===== config.mk =====
export PLATFORM = sky130hd
export DESIGN_NAME = fft_output_serializer
export DESIGN_NICKNAME = d
export VERILOG_FILES = /design/src/rtl/fft_output_serializer.sv
export SDC_FILE = /design/constraint.sdc
export NUM_CORES = 1
export LEC_CHECK = 0
export BUFFER_PORTS_ARGS = -buffer_cell sky130_fd_sc_hd__buf_2
export CAP_MARGIN = 20
export CORE_AREA = 2 2 216 218
export CTS_CLUSTER_DIAMETER = 100
export DETAILED_ROUTE_END_ITERATION = 16
export DIE_AREA = 0 0 218 220
export PLACE_DENSITY_LB_ADDON = 0.12
export SYNTH_ARGS = -nofsm -noshare
export SYNTH_HDL_FRONTEND = slang
export SYNTH_SLANG_ARGS = --single-unit

===== constraint.sdc =====
create_clock -name clk -period 9.1 [get_ports clk]
set_clock_uncertainty 0.1 [all_clocks]
set_input_delay 0.455 -clock clk [delete_from_list [all_inputs] [get_ports clk]]
set_output_delay 0.455 -clock clk [all_outputs]
set_load 0.02 [all_outputs]

===== src/rtl/fft_output_serializer.sv =====
// fft_output_serializer
//
// Captures one 16-point complex frame from the second radix-4 butterfly
// stage in a single cycle. It then streams the frame out one complex sample
// per beat over a valid/ready handshake. The digit-reversed butterfly order
// can optionally be undone, and each output component can be scaled by a
// rounded arithmetic right shift.
//
// Parameters:
//   W       sample width (signed two's complement) of re and im
//   N       points per frame (fixed at 16, 4-bit index)
//   REORDER 1: output k reads slot {k[1:0],k[3:2]}; 0: output k reads slot k
//   SHIFT   right shift 0..4 applied on output, rounded half-up
//
// Ports:
//   clk, reset        clock (rising edge), asynchronous active-high reset
//   in_re, in_im      packed frame, slot i at [W*i +: W]
//   in_valid/in_ready frame capture handshake
//   out_re, out_im    scaled output sample
//   out_index         natural-order bin number k of the current sample
//   out_sop, out_eop  first (k=0) / last (k=15) beat markers
//   out_valid/out_ready output handshake
//   frame_dropped     sticky flag: a frame was offered while in_ready was low
//   clear_status      synchronous clear of frame_dropped (a new drop wins)

module fft_output_serializer #(
  parameter int W       = 16,
  parameter int N       = 16,
  parameter int REORDER = 1,
  parameter int SHIFT   = 0
) (
  input  logic           clk,
  input  logic           reset,
  input  logic [N*W-1:0] in_re,
  input  logic [N*W-1:0] in_im,
  input  logic           in_valid,
  output logic           in_ready,
  output logic [W-1:0]   out_re,
  output logic [W-1:0]   out_im,
  output logic [3:0]     out_index,
  output logic           out_sop,
  output logic           out_eop,
  output logic           out_valid,
  input  logic           out_ready,
  output logic           frame_dropped,
  input  logic           clear_status
);

  localparam logic [0:0] ST_IDLE   = 1'b0;
  localparam logic [0:0] ST_STREAM = 1'b1;

  // Rounding constant 2^(SHIFT-1); evaluates to zero when SHIFT is 0.
  localparam logic signed [W:0] RND = (W+1)'((1 << SHIFT) >> 1);

  // Sign-extend by one bit so that adding the rounding constant cannot wrap.
  function automatic logic [W-1:0] scale(input logic [W-1:0] x);
    logic signed [W:0] t;
    t = $signed({x[W-1], x}) + RND;
    t = t >>> SHIFT;
    return t[W-1:0];
  endfunction

  logic [W-1:0] in_re_w [N];
  logic [W-1:0] in_im_w [N];
  logic [W-1:0] buf_re_q [N];
  logic [W-1:0] buf_im_q [N];

  for (genvar gi = 0; gi < N; gi++) begin : g_unpack
    assign in_re_w[gi] = in_re[W*gi +: W];
    assign in_im_w[gi] = in_im[W*gi +: W];
  end

  logic [0:0]   state_q, state_d;
  logic [3:0]   cnt_q, cnt_d;
  logic [W-1:0] out_re_q, out_re_d;
  logic [W-1:0] out_im_q, out_im_d;
  logic         frame_dropped_q, frame_dropped_d;

  logic         capture;
  logic         accept;
  logic [3:0]   nxt_k;
  logic [3:0]   rd_slot;

  assign out_valid     = (state_q == ST_STREAM);
  assign out_re        = out_re_q;
  assign out_im        = out_im_q;
  assign out_index     = cnt_q;
  assign out_sop       = out_valid & (cnt_q == 4'd0);
  assign out_eop       = out_valid & (cnt_q == 4'd15);
  assign frame_dropped = frame_dropped_q;

  always_comb begin
    state_d         = state_q;
    cnt_d           = cnt_q;
    out_re_d        = out_re_q;
    out_im_d        = out_im_q;
    frame_dropped_d = frame_dropped_q;

    // The final accepted beat frees the buffer, so a new frame can be taken
    // in that same cycle without a gap between frames.
    in_ready = (state_q == ST_IDLE) |
               ((state_q == ST_STREAM) & (cnt_q == 4'd15) & out_ready);
    capture  = in_valid & in_ready;
    accept   = out_valid & out_ready;

    nxt_k   = cnt_q + 4'd1;
    rd_slot = (REORDER != 0) ? {nxt_k[1:0], nxt_k[3:2]} : nxt_k;

    if (capture) begin
      // Bin 0 maps to slot 0 in either ordering. It is taken straight from the
      // input because the buffer write has not happened yet.
      state_d  = ST_STREAM;
      cnt_d    = 4'd0;
      out_re_d = scale(in_re_w[0]);
      out_im_d = scale(in_im_w[0]);
    end else if (accept) begin
      if (cnt_q == 4'd15) begin
        state_d = ST_IDLE;
        cnt_d   = 4'd0;
      end else begin
        cnt_d    = nxt_k;
        out_re_d = scale(buf_re_q[rd_slot]);
        out_im_d = scale(buf_im_q[rd_slot]);
      end
    end

    if (in_valid & ~in_ready)
      frame_dropped_d = 1'b1;
    else if (clear_status)
      frame_dropped_d = 1'b0;
  end

  always_ff @(posedge clk or posedge reset) begin
    if (reset) begin
      state_q         <= ST_IDLE;
      cnt_q           <= 4'd0;
      out_re_q        <= '0;
      out_im_q        <= '0;
      frame_dropped_q <= 1'b0;
    end else begin
      state_q         <= state_d;
      cnt_q           <= cnt_d;
      out_re_q        <= out_re_d;
      out_im_q        <= out_im_d;
      frame_dropped_q <= frame_dropped_d;
    end
  end

  // Frame buffer contents are don't-care after reset, so the buffer has no reset.
  always_ff @(posedge clk) begin
    if (capture) begin
      for (int i = 0; i < N; i++) begin
        buf_re_q[i] <= in_re_w[i];
        buf_im_q[i] <= in_im_w[i];
      end
    end
  end

endmodule


==> results of run 1 <==
-- per-stage QoR --
stage / utilization, % / hold WS [ps] / cell area (um2)
after detailed placement: 54.3 / 394 / 24900
after floorplan: - / 454 / 21600
after global placement: 54.3 / 379 / 24900
-- cell families after synthesis --
kind of cell,synth area share (%)
DFF,75.6
AOI/OAI and AO/OA,9.07
and+or+nand+nor,4.89
muxes,7.97
buffers and inverters,2.16
xor gates and xnor gates,0.157
adders and majority gates,0.116
==> out/qor.txt, run 1 <==
result of the run = aborted with a tool error
step where the flow halted = clock tree synthesis (4_1_cts)
First Error = [ERROR RSZ-0060] Max buffer count reached.
warning count from the yosys run = 0
proportion of register bits with asynchronous set or reset after synthesis = 6.91%
number of buffers on the longest clock path = 3
cell chosen for the clock root = sky130_fd_sc_hd__clkbuf_16
final weighted congestion in routability-driven placement = 0.880
top cell type's share of synthesized area = 71.2%
ports placed on the boundary = 558
CTS Hold Bufs = 501
cell accounting for the most synthesized area = sky130_fd_sc_hd__edfxtp_1
initial core utilization = 47.1%
cell count after synthesis = 1311
number of CTS-inserted buffers = 56
Placement Setup Slack = 4580 ps
count leader, synth = sky130_fd_sc_hd__edfxtp_1
CTS Sinks = 550
buffers added on ports = 557
ranking of synthesized cells by instance count = sky130_fd_sc_hd__edfxtp_1, sky130_fd_sc_hd__mux2i_1, sky130_fd_sc_hd__nand2_1
Mapped Nets = 1830
half-perimeter wire length after placement = 45.6 mm
count of flip-flops with a built-in enable after synthesis = 512
count of buffers added by post-CTS timing repair for setup = 0
average footprint of a synthesized cell = 16.5 um2
cell types with the largest area share after synthesis = sky130_fd_sc_hd__edfxtp_1, sky130_fd_sc_hd__mux2i_1, sky130_fd_sc_hd__dfrtp_1
part of the Yosys area used for sequential elements = 75.6%
Die Y = 220 um
flops & latches, synth = 550
Clock H-tree levels = 2
Cells after DPL = 2402
chip width = 218 um
number of unique standard cell types used by synthesis = 50
Top FF cell, synth = sky130_fd_sc_hd__edfxtp_1
number of rows created at floorplan = 79
post-CTS sizing = 0
combined area of all synthesized cells = 21600 um2
==> run 2, diff against run 1 <==
--- a/config.mk
+++ b/config.mk
@@ -7,11 +7,10 @@
 export LEC_CHECK = 0
 export BUFFER_PORTS_ARGS = -buffer_cell sky130_fd_sc_hd__buf_2
 export CAP_MARGIN = 20
-export CORE_AREA = 2 2 216 218
-export CTS_CLUSTER_DIAMETER = 100
+export CORE_AREA = 2 2 236 238
 export DETAILED_ROUTE_END_ITERATION = 16
-export DIE_AREA = 0 0 218 220
-export PLACE_DENSITY_LB_ADDON = 0.12
+export DIE_AREA = 0 0 238 240
+export PLACE_DENSITY_LB_ADDON = 0.15
 export SYNTH_ARGS = -nofsm -noshare
 export SYNTH_HDL_FRONTEND = slang
 export SYNTH_SLANG_ARGS = --single-unit
==> constraint.sdc (replaced) <==
create_clock -name clk -period 11.85 [get_ports clk]
set_clock_uncertainty 0.1 [all_clocks]
set_input_delay 0.5925 -clock clk [delete_from_list [all_inputs] [get_ports clk]]
set_output_delay 0.5925 -clock clk [all_outputs]
set_load 0.02 [all_outputs]
==> run 2 against run 1 <==
  * The run now ends clean
  * Synthesized cell count is the same
  * Synthesized area is the same
==> out/qor.txt, run 2 <==
first drt pass iteration count = 5
Critical path origin = out_index[0]$_DFFE_PP0P_
HP Start = in_re[229]
class of the most critical setup path = reg -> reg
layout cells sized above 1 = 35.4%
count of buffers added by post-CTS timing repair for setup = 0 (unchanged)
result of the run = finished clean
CTS Sinks = 550 (unchanged)
Final Hold Vio Count = 0
P per Cell Area = 224 nW/um2
initial core utilization = 39.5% (-7.6 points)
met3 Track Usage GR = 5.81%
worst reg2reg path endpoint = out_im[3]$_DFFE_PP0P_
met2 usage = 40.4%
flop-to-flop setup slack = 6960 ps
met1 GRT Util = 29.1%
flops & latches, synth = 550 (unchanged)
Syn-to-layout area delta = 29.8%
DIE AREA = 57100 um2
post-route clock period utilization = 41.3%
buffers added on ports = 557 (unchanged)
number of CTS-inserted buffers = 59 (+5.4%)
combined area of all synthesized cells = 21600 um2 (unchanged)
number of unique standard cell types used by synthesis = 50 (unchanged)
Post-Route Setup TNS = 0 ps
dominant delay contributor by cell family on the critical path = buffers and inverters
count of final max-slew check failures = 0
Top FF cell, synth = sky130_fd_sc_hd__edfxtp_1
count of flip-flops with a built-in enable after synthesis = 512 (unchanged)
global route total overflow = 0
Slowest cell on crit path = sky130_fd_sc_hd__buf_4
global-route wire length before repair = 96.9 mm
count leader, synth = sky130_fd_sc_hd__edfxtp_1
filler cell count = 4634
critical path buffer and inverter count = 3
critical path capture point type = register
startpoint of the worst-slack reg-to-reg timing path = out_index[0]$_DFFE_PP0P_
Worst IR Drop VDD = 246 uV
CTS tree = done
number of buffers on the longest clock path = 3 (unchanged)
Sequential Area = 16300 um2
Most common cell on crit path = sky130_fd_sc_hd__buf_4
proportion of register bits with asynchronous set or reset after synthesis = 6.91% (unchanged)
maximum frequency from static timing analysis = 204 MHz
maximum number of pins on one net before global-route repair = 217
cell count of the worst reg-to-reg path = 9
clock transition at the registers of the reported paths = 60 ps
final weighted congestion in routability-driven placement = 0.881 (+0.16%)
shortest period the worst path allows = 4890 ps
Mapped Nets = 1830 (unchanged)
critical path launch point type = register
maxcap violations = 0
biggest cell delay along the critical path = 950 ps
top cell type's share of synthesized area = 71.2% (unchanged)
CP required = 12240 ps
top library cells by usage in the layout, fill and taps aside = sky130_fd_sc_hd__buf_2, sky130_fd_sc_hd__edfxtp_1, sky130_fd_sc_hd__mux2i_1, sky130_fd_sc_hd__nand2_1, sky130_fd_sc_hd__dlygate4sd3_1
number of DRC violations after detailed-routing iteration 0 = 1222
part of the Yosys area used for sequential elements = 75.6% (unchanged)
CTS Hold Bufs = 93 (-81%)
worst hold slack = 25.5 ps
Top Registers = buf_im_q: 256 flops, buf_re_q: 256 flops
Total Routed Length = 68.8 mm
cell types with the largest area share after synthesis = sky130_fd_sc_hd__edfxtp_1, sky130_fd_sc_hd__mux2i_1, sky130_fd_sc_hd__dfrtp_1
number of nets in the layout = 2471
warning count from the yosys run = 0 (unchanged)
final worst-path setup slack = 6960 ps
Routed WL per cell = 25.3 um
number of rows created at floorplan = 86 (+8.9%)
total vias in the final route = 14500
Die Y = 240 um (+9.1%)
ports placed on the boundary = 558 (unchanged)
relative slew slack = 18.5%
number of gates on the worst path with buffers counted = 9
ranking of synthesized cells by instance count = sky130_fd_sc_hd__edfxtp_1, sky130_fd_sc_hd__mux2i_1, sky130_fd_sc_hd__nand2_1
via count of the first global-routing pass = 14700
total power of the final layout = 6.28 mW
class of the tightest hold or removal check = in -> reg
Placement Setup Slack = 7020 ps (+2440 ps)
source-to-sink clock delay at the later pin of the worst-skew pair = 640 ps
setup-violating endpoint count in the final report = 0
Clock H-tree levels = 2 (unchanged)
half-perimeter wire length after placement = 47.6 mm (+4.2%)
drt via density = 5.32
arrival time of the worst setup path = 5280 ps
final antenna-violating net count = 0
cell count after synthesis = 1311 (unchanged)
most common cell after layout, fill and taps aside = sky130_fd_sc_hd__buf_2
cell chosen for the clock root = sky130_fd_sc_hd__clkbuf_16
Placeable Area = 54700 um2
Worst Setup EP = out_im[3]$_DFFE_PP0P_
Least-Margin Pin Slew = 1220 ps
post-CTS sizing = 0 (unchanged)
chip width = 238 um (+9.2%)
average footprint of a synthesized cell = 16.5 um2 (unchanged)
multi-input logic area = 4870 um2
routing layer with the top usage in global route = met2
GR Util All Layers = 23.4%
leakage dissipation = 10.5 nW
initial antenna violation count = 18
cell-by-cell listing of the critical path = ha_1, nand4_4, a21boi_4, buf_4, buf_4, buf_4, a211oi_1, a211oi_1, a31oi_1
cell accounting for the most synthesized area = sky130_fd_sc_hd__edfxtp_1
worst-path maximum fanout = 86
final routed DRC violation total = 0
unrepaired setup endpoints after global routing = no
-- run 2: cell counts after synthesis --
Identical to the previous run, type by type.
-- run 2: kinds of logic (layout without fill, tap and decap cells) --
family,after synthesis,count (layout),synth area share (%)
compound gates,255,255,9.07
xor+xnor,3,3,0.157
fa+ha+maj,2,2,0.116
buf+inv,95,787,2.16
flops,550,550,75.6
mux,169,169,7.97
other cells,0,15,0
simple gates,237,237,4.89
-- run 2: how the worst min path moves through the flow --
stage	end	slack (ps)	depth (start not counted)
global placement	out_re[0]$_DFFE_PP0P_	380	1
floorplan	frame_dropped$_DFFE_PP0P_	510	2
global route	buf_re_q[14][5]$_DFFE_PP_	3	1
CTS	buf_im_q[5][13]$_DFFE_PP_	0.09	1
detailed placement	out_im[0]$_DFFE_PP0P_	390	1
finish	buf_re_q[14][5]$_DFFE_PP_	30	1
-- run 2: routing by layer --
| metal | wire (um) | share of wire (%) |
|---|---|---|
| met1 | 26800 | 39 |
| met2 | 34700 | 50 |
| met3 | 5420 | 7.9 |
| met4 | 1770 | 2.6 |
| met5 | 76 | 0.11 |
-- run 2: per-stage QoR --
step                      util (%)  cell area (um2)  instances
after floorplan                  -            21600       1311
after global placement        45.8            25000       2499
after detailed placement      45.9            25100       2502
after CTS                     51.2            28000       2707
after global routing          51.2            28000       2713
final                         51.2            28000       2722
-- run 2: layout make-up --
class | count | share of cell area, %
clock inverter | 39 | 1.34
tap | 704 | 3.15
sequential | 550 | 58.3
timing repair buffer | 670 | 14.0
multi-input combinational | 666 | 17.4
inverter | 5 | 0.0670
antenna | 15 | 0.134
clock buffer | 73 | 5.57
-- run 2: where the power goes --
part	internal [mW]	switching, mW
Sequential	2.26	0.0668
Clock	1.07	0.775
Combinational	0.754	1.36
Total	4.08	2.20
(Power assumes the default switching activity.)
==> run 3, diff against run 2 <==
==> constraint.sdc (replaced) <==
create_clock -name clk -period 4.6 [get_ports clk]
set_clock_uncertainty 0.1 [all_clocks]
set_input_delay 0.23 -clock clk [delete_from_list [all_inputs] [get_ports clk]]
set_output_delay 0.23 -clock clk [all_outputs]
set_load 0.02 [all_outputs]
==> run 3 against run 2 <==
  * Via count grew 13%
  * Clock-buffer cell count grew 11
  * Critical path type unchanged
  * Critical endpoint is now out_im[7]$_DFFE_PP0P_
  * Register-to-register slack lost 6100 ps
  * Worst hold slack gained 200 ps
  * Total power grew to 2.6 times the previous value
  * Sequential power grew to 2.6 times the previous value
  * Maximum frequency grew 32%
  * Clock power grew 150%
==> out/qor.txt, run 3 (synthesized netlist as in run 2, its figures left out) <==
buffers added on ports = 557 (unchanged)
final weighted congestion in routability-driven placement = 0.827 (-6.2%)
DIE AREA = 57100 um2 (unchanged)
met1 GRT Util = 29.8% (+0.70 points)
startpoint of the worst-slack reg-to-reg timing path = out_index[0]$_DFFE_PP0P_
clock transition at the registers of the reported paths = 60 ps (about the same)
routing layer with the top usage in global route = met2
leakage dissipation = 12.3 nW (+17%)
Total Routed Length = 73.9 mm (+7.5%)
count of final max-slew check failures = 0 (unchanged)
initial core utilization = 39.5% (unchanged)
maximum frequency from static timing analysis = 269 MHz (+32%)
Critical path origin = out_index[0]$_DFFE_PP0P_
number of DRC violations after detailed-routing iteration 0 = 1226 (+0.33%)
relative slew slack = 31.3% (+13 points)
cell count of the worst reg-to-reg path = 8 (-1)
top library cells by usage in the layout, fill and taps aside = sky130_fd_sc_hd__buf_2, sky130_fd_sc_hd__dlygate4sd3_1, sky130_fd_sc_hd__edfxtp_1, sky130_fd_sc_hd__mux2i_1, sky130_fd_sc_hd__nand2_1
source-to-sink clock delay at the later pin of the worst-skew pair = 610 ps (-30 ps)
Clock H-tree levels = 2 (unchanged)
initial antenna violation count = 16 (-2)
unrepaired setup endpoints after global routing = no
Routed WL per cell = 23.5 um (-7.2%)
Placeable Area = 54700 um2 (unchanged)
CP required = 5040 ps (-7200 ps)
critical path launch point type = register
Worst Setup EP = out_im[7]$_DFFE_PP0P_
class of the most critical setup path = reg -> reg
post-CTS sizing = 0 (unchanged)
class of the tightest hold or removal check = in -> reg
shortest period the worst path allows = 3710 ps (-1180 ps)
via count of the first global-routing pass = 17500 (+18%)
number of nets in the layout = 2904 (+18%)
maximum number of pins on one net before global-route repair = 184 (-15%)
filler cell count = 4305 (-7.1%)
ports placed on the boundary = 558 (unchanged)
Syn-to-layout area delta = 49.4%
post-layout instance area = 32300 um2 (+15%)
Die Y = 240 um (unchanged)
first drt pass iteration count = 6 (+1)
worst reg2reg path endpoint = out_im[7]$_DFFE_PP0P_
GR Util All Layers = 25.3% (+1.8 points)
drt via density = 5.18 (-2.7%)
final routed DRC violation total = 0 (unchanged)
layout cells sized above 1 = 28.9% (-6.5 points)
global-route wire length before repair = 106 mm (+9.3%)
worst-path maximum fanout = 59 (-31%)
number of rows created at floorplan = 86 (unchanged)
final antenna-violating net count = 0 (unchanged)
CTS Sinks = 550 (unchanged)
arrival time of the worst setup path = 4150 ps (-1130 ps)
result of the run = finished clean
Final Hold Vio Count = 0 (unchanged)
cell chosen for the clock root = sky130_fd_sc_hd__clkbuf_16
Least-Margin Pin Slew = 1030 ps (-193 ps)
flop-to-flop setup slack = 890 ps (-6070 ps)
setup-violating endpoint count in the final report = 0 (unchanged)
met2 usage = 45.0% (+4.6 points)
global route total overflow = 0 (unchanged)
P per Cell Area = 507 nW/um2 (+130%)
Post-Route Setup TNS = 0 ps (unchanged)
half-perimeter wire length after placement = 47.5 mm (-0.12%)
Worst IR Drop VDD = 587 uV (+140%)
met3 Track Usage GR = 5.91% (+0.10 points)
most common cell after layout, fill and taps aside = sky130_fd_sc_hd__buf_2
Top Registers = buf_im_q: 256 flops, buf_re_q: 256 flops
number of buffers on the longest clock path = 3 (unchanged)
post-route clock period utilization = 80.7% (+39 points)
maxcap violations = 0 (unchanged)
critical path capture point type = register
total vias in the final route = 16300 (+13%)
chip width = 238 um (unchanged)
CTS tree = done
post-placement cell area = 25200 um2 (+0.33%)
number of CTS-inserted buffers = 58 (-1.7%)
-- run 3: report_power, final --
part           switching, mW  internal, mW  total, mW
sequential             0.229          5.82       6.05
clock                   1.91          2.68       4.59
combinational           3.49          2.21       5.70
total                   5.63          10.7       16.3
-- run 3: through the flow --
stage / utilization, % / std cells / power [mW] / setup slack [ps] / hold slack, ps
finish: 59.0 / 3152 / 16.3 / 889 / 228
global route: 59.0 / 3146 / 17.0 / 586 / 204
global placement: 46.1 / 2511 / 11.4 / 963 / 307
CTS: 58.9 / 3135 / 16.4 / 836 / 178
detailed placement: 46.1 / 2511 / 11.5 / 844 / 308
floorplan: - / 1311 / 9.54 / 106 / 229
-- run 3: critical path, cell delays in order (launching register included) --
cell and delay, ps:
sky130_fd_sc_hd__dfrtp_1 660, sky130_fd_sc_hd__ha_1 570, sky130_fd_sc_hd__nand4_4 270, sky130_fd_sc_hd__a21boi_4 290, sky130_fd_sc_hd__buf_4 220, sky130_fd_sc_hd__buf_4 400
sky130_fd_sc_hd__buf_4 680, sky130_fd_sc_hd__a221o_1 280, sky130_fd_sc_hd__o32a_1 160
-- run 3: worst min-delay path by stage --
stage,startpoint,to,slack [ps],depth (start not counted)
after floorplan,in_im[0],buf_im_q[0][0]$_DFFE_PP_,230,0
after global placement,in_im[254],buf_im_q[15][14]$_DFFE_PP_,310,1
after detailed placement,in_im[254],buf_im_q[15][14]$_DFFE_PP_,310,1
after CTS,in_re[104],buf_re_q[6][8]$_DFFE_PP_,180,2
after global routing,in_im[76],buf_im_q[4][12]$_DFFE_PP_,200,2
final,in_im[19],buf_im_q[1][3]$_DFFE_PP_,230,2
-- run 3: metal layers --
layer / routed length [um] / share of wire (%)
met1: 28200 / 38
met2: 37900 / 51
met3: 5480 / 7.4
met4: 2350 / 3.2
met5: 54 / 0.073
-- run 3: final cells by class --
cell class	count	area [um2]	area share (%)
clock inverter	23	233	0.722
sequential	550	16300	50.6
timing repair buffer	1104	8280	25.7
inverter	5	18.8	0.0582
multi-input combinational	666	4870	15.1
clock buffer	84	1600	4.96
tap	704	881	2.73
antenna	16	40.0	0.124
-- run 3: timing repair --
| action | 4_1_cts | 5_1_grt |
|---|---|---|
| setup buffers | 0 | 0 |
| hold endpoints to repair | 586 | 0 |
| hold buffers | 517 | 0 |
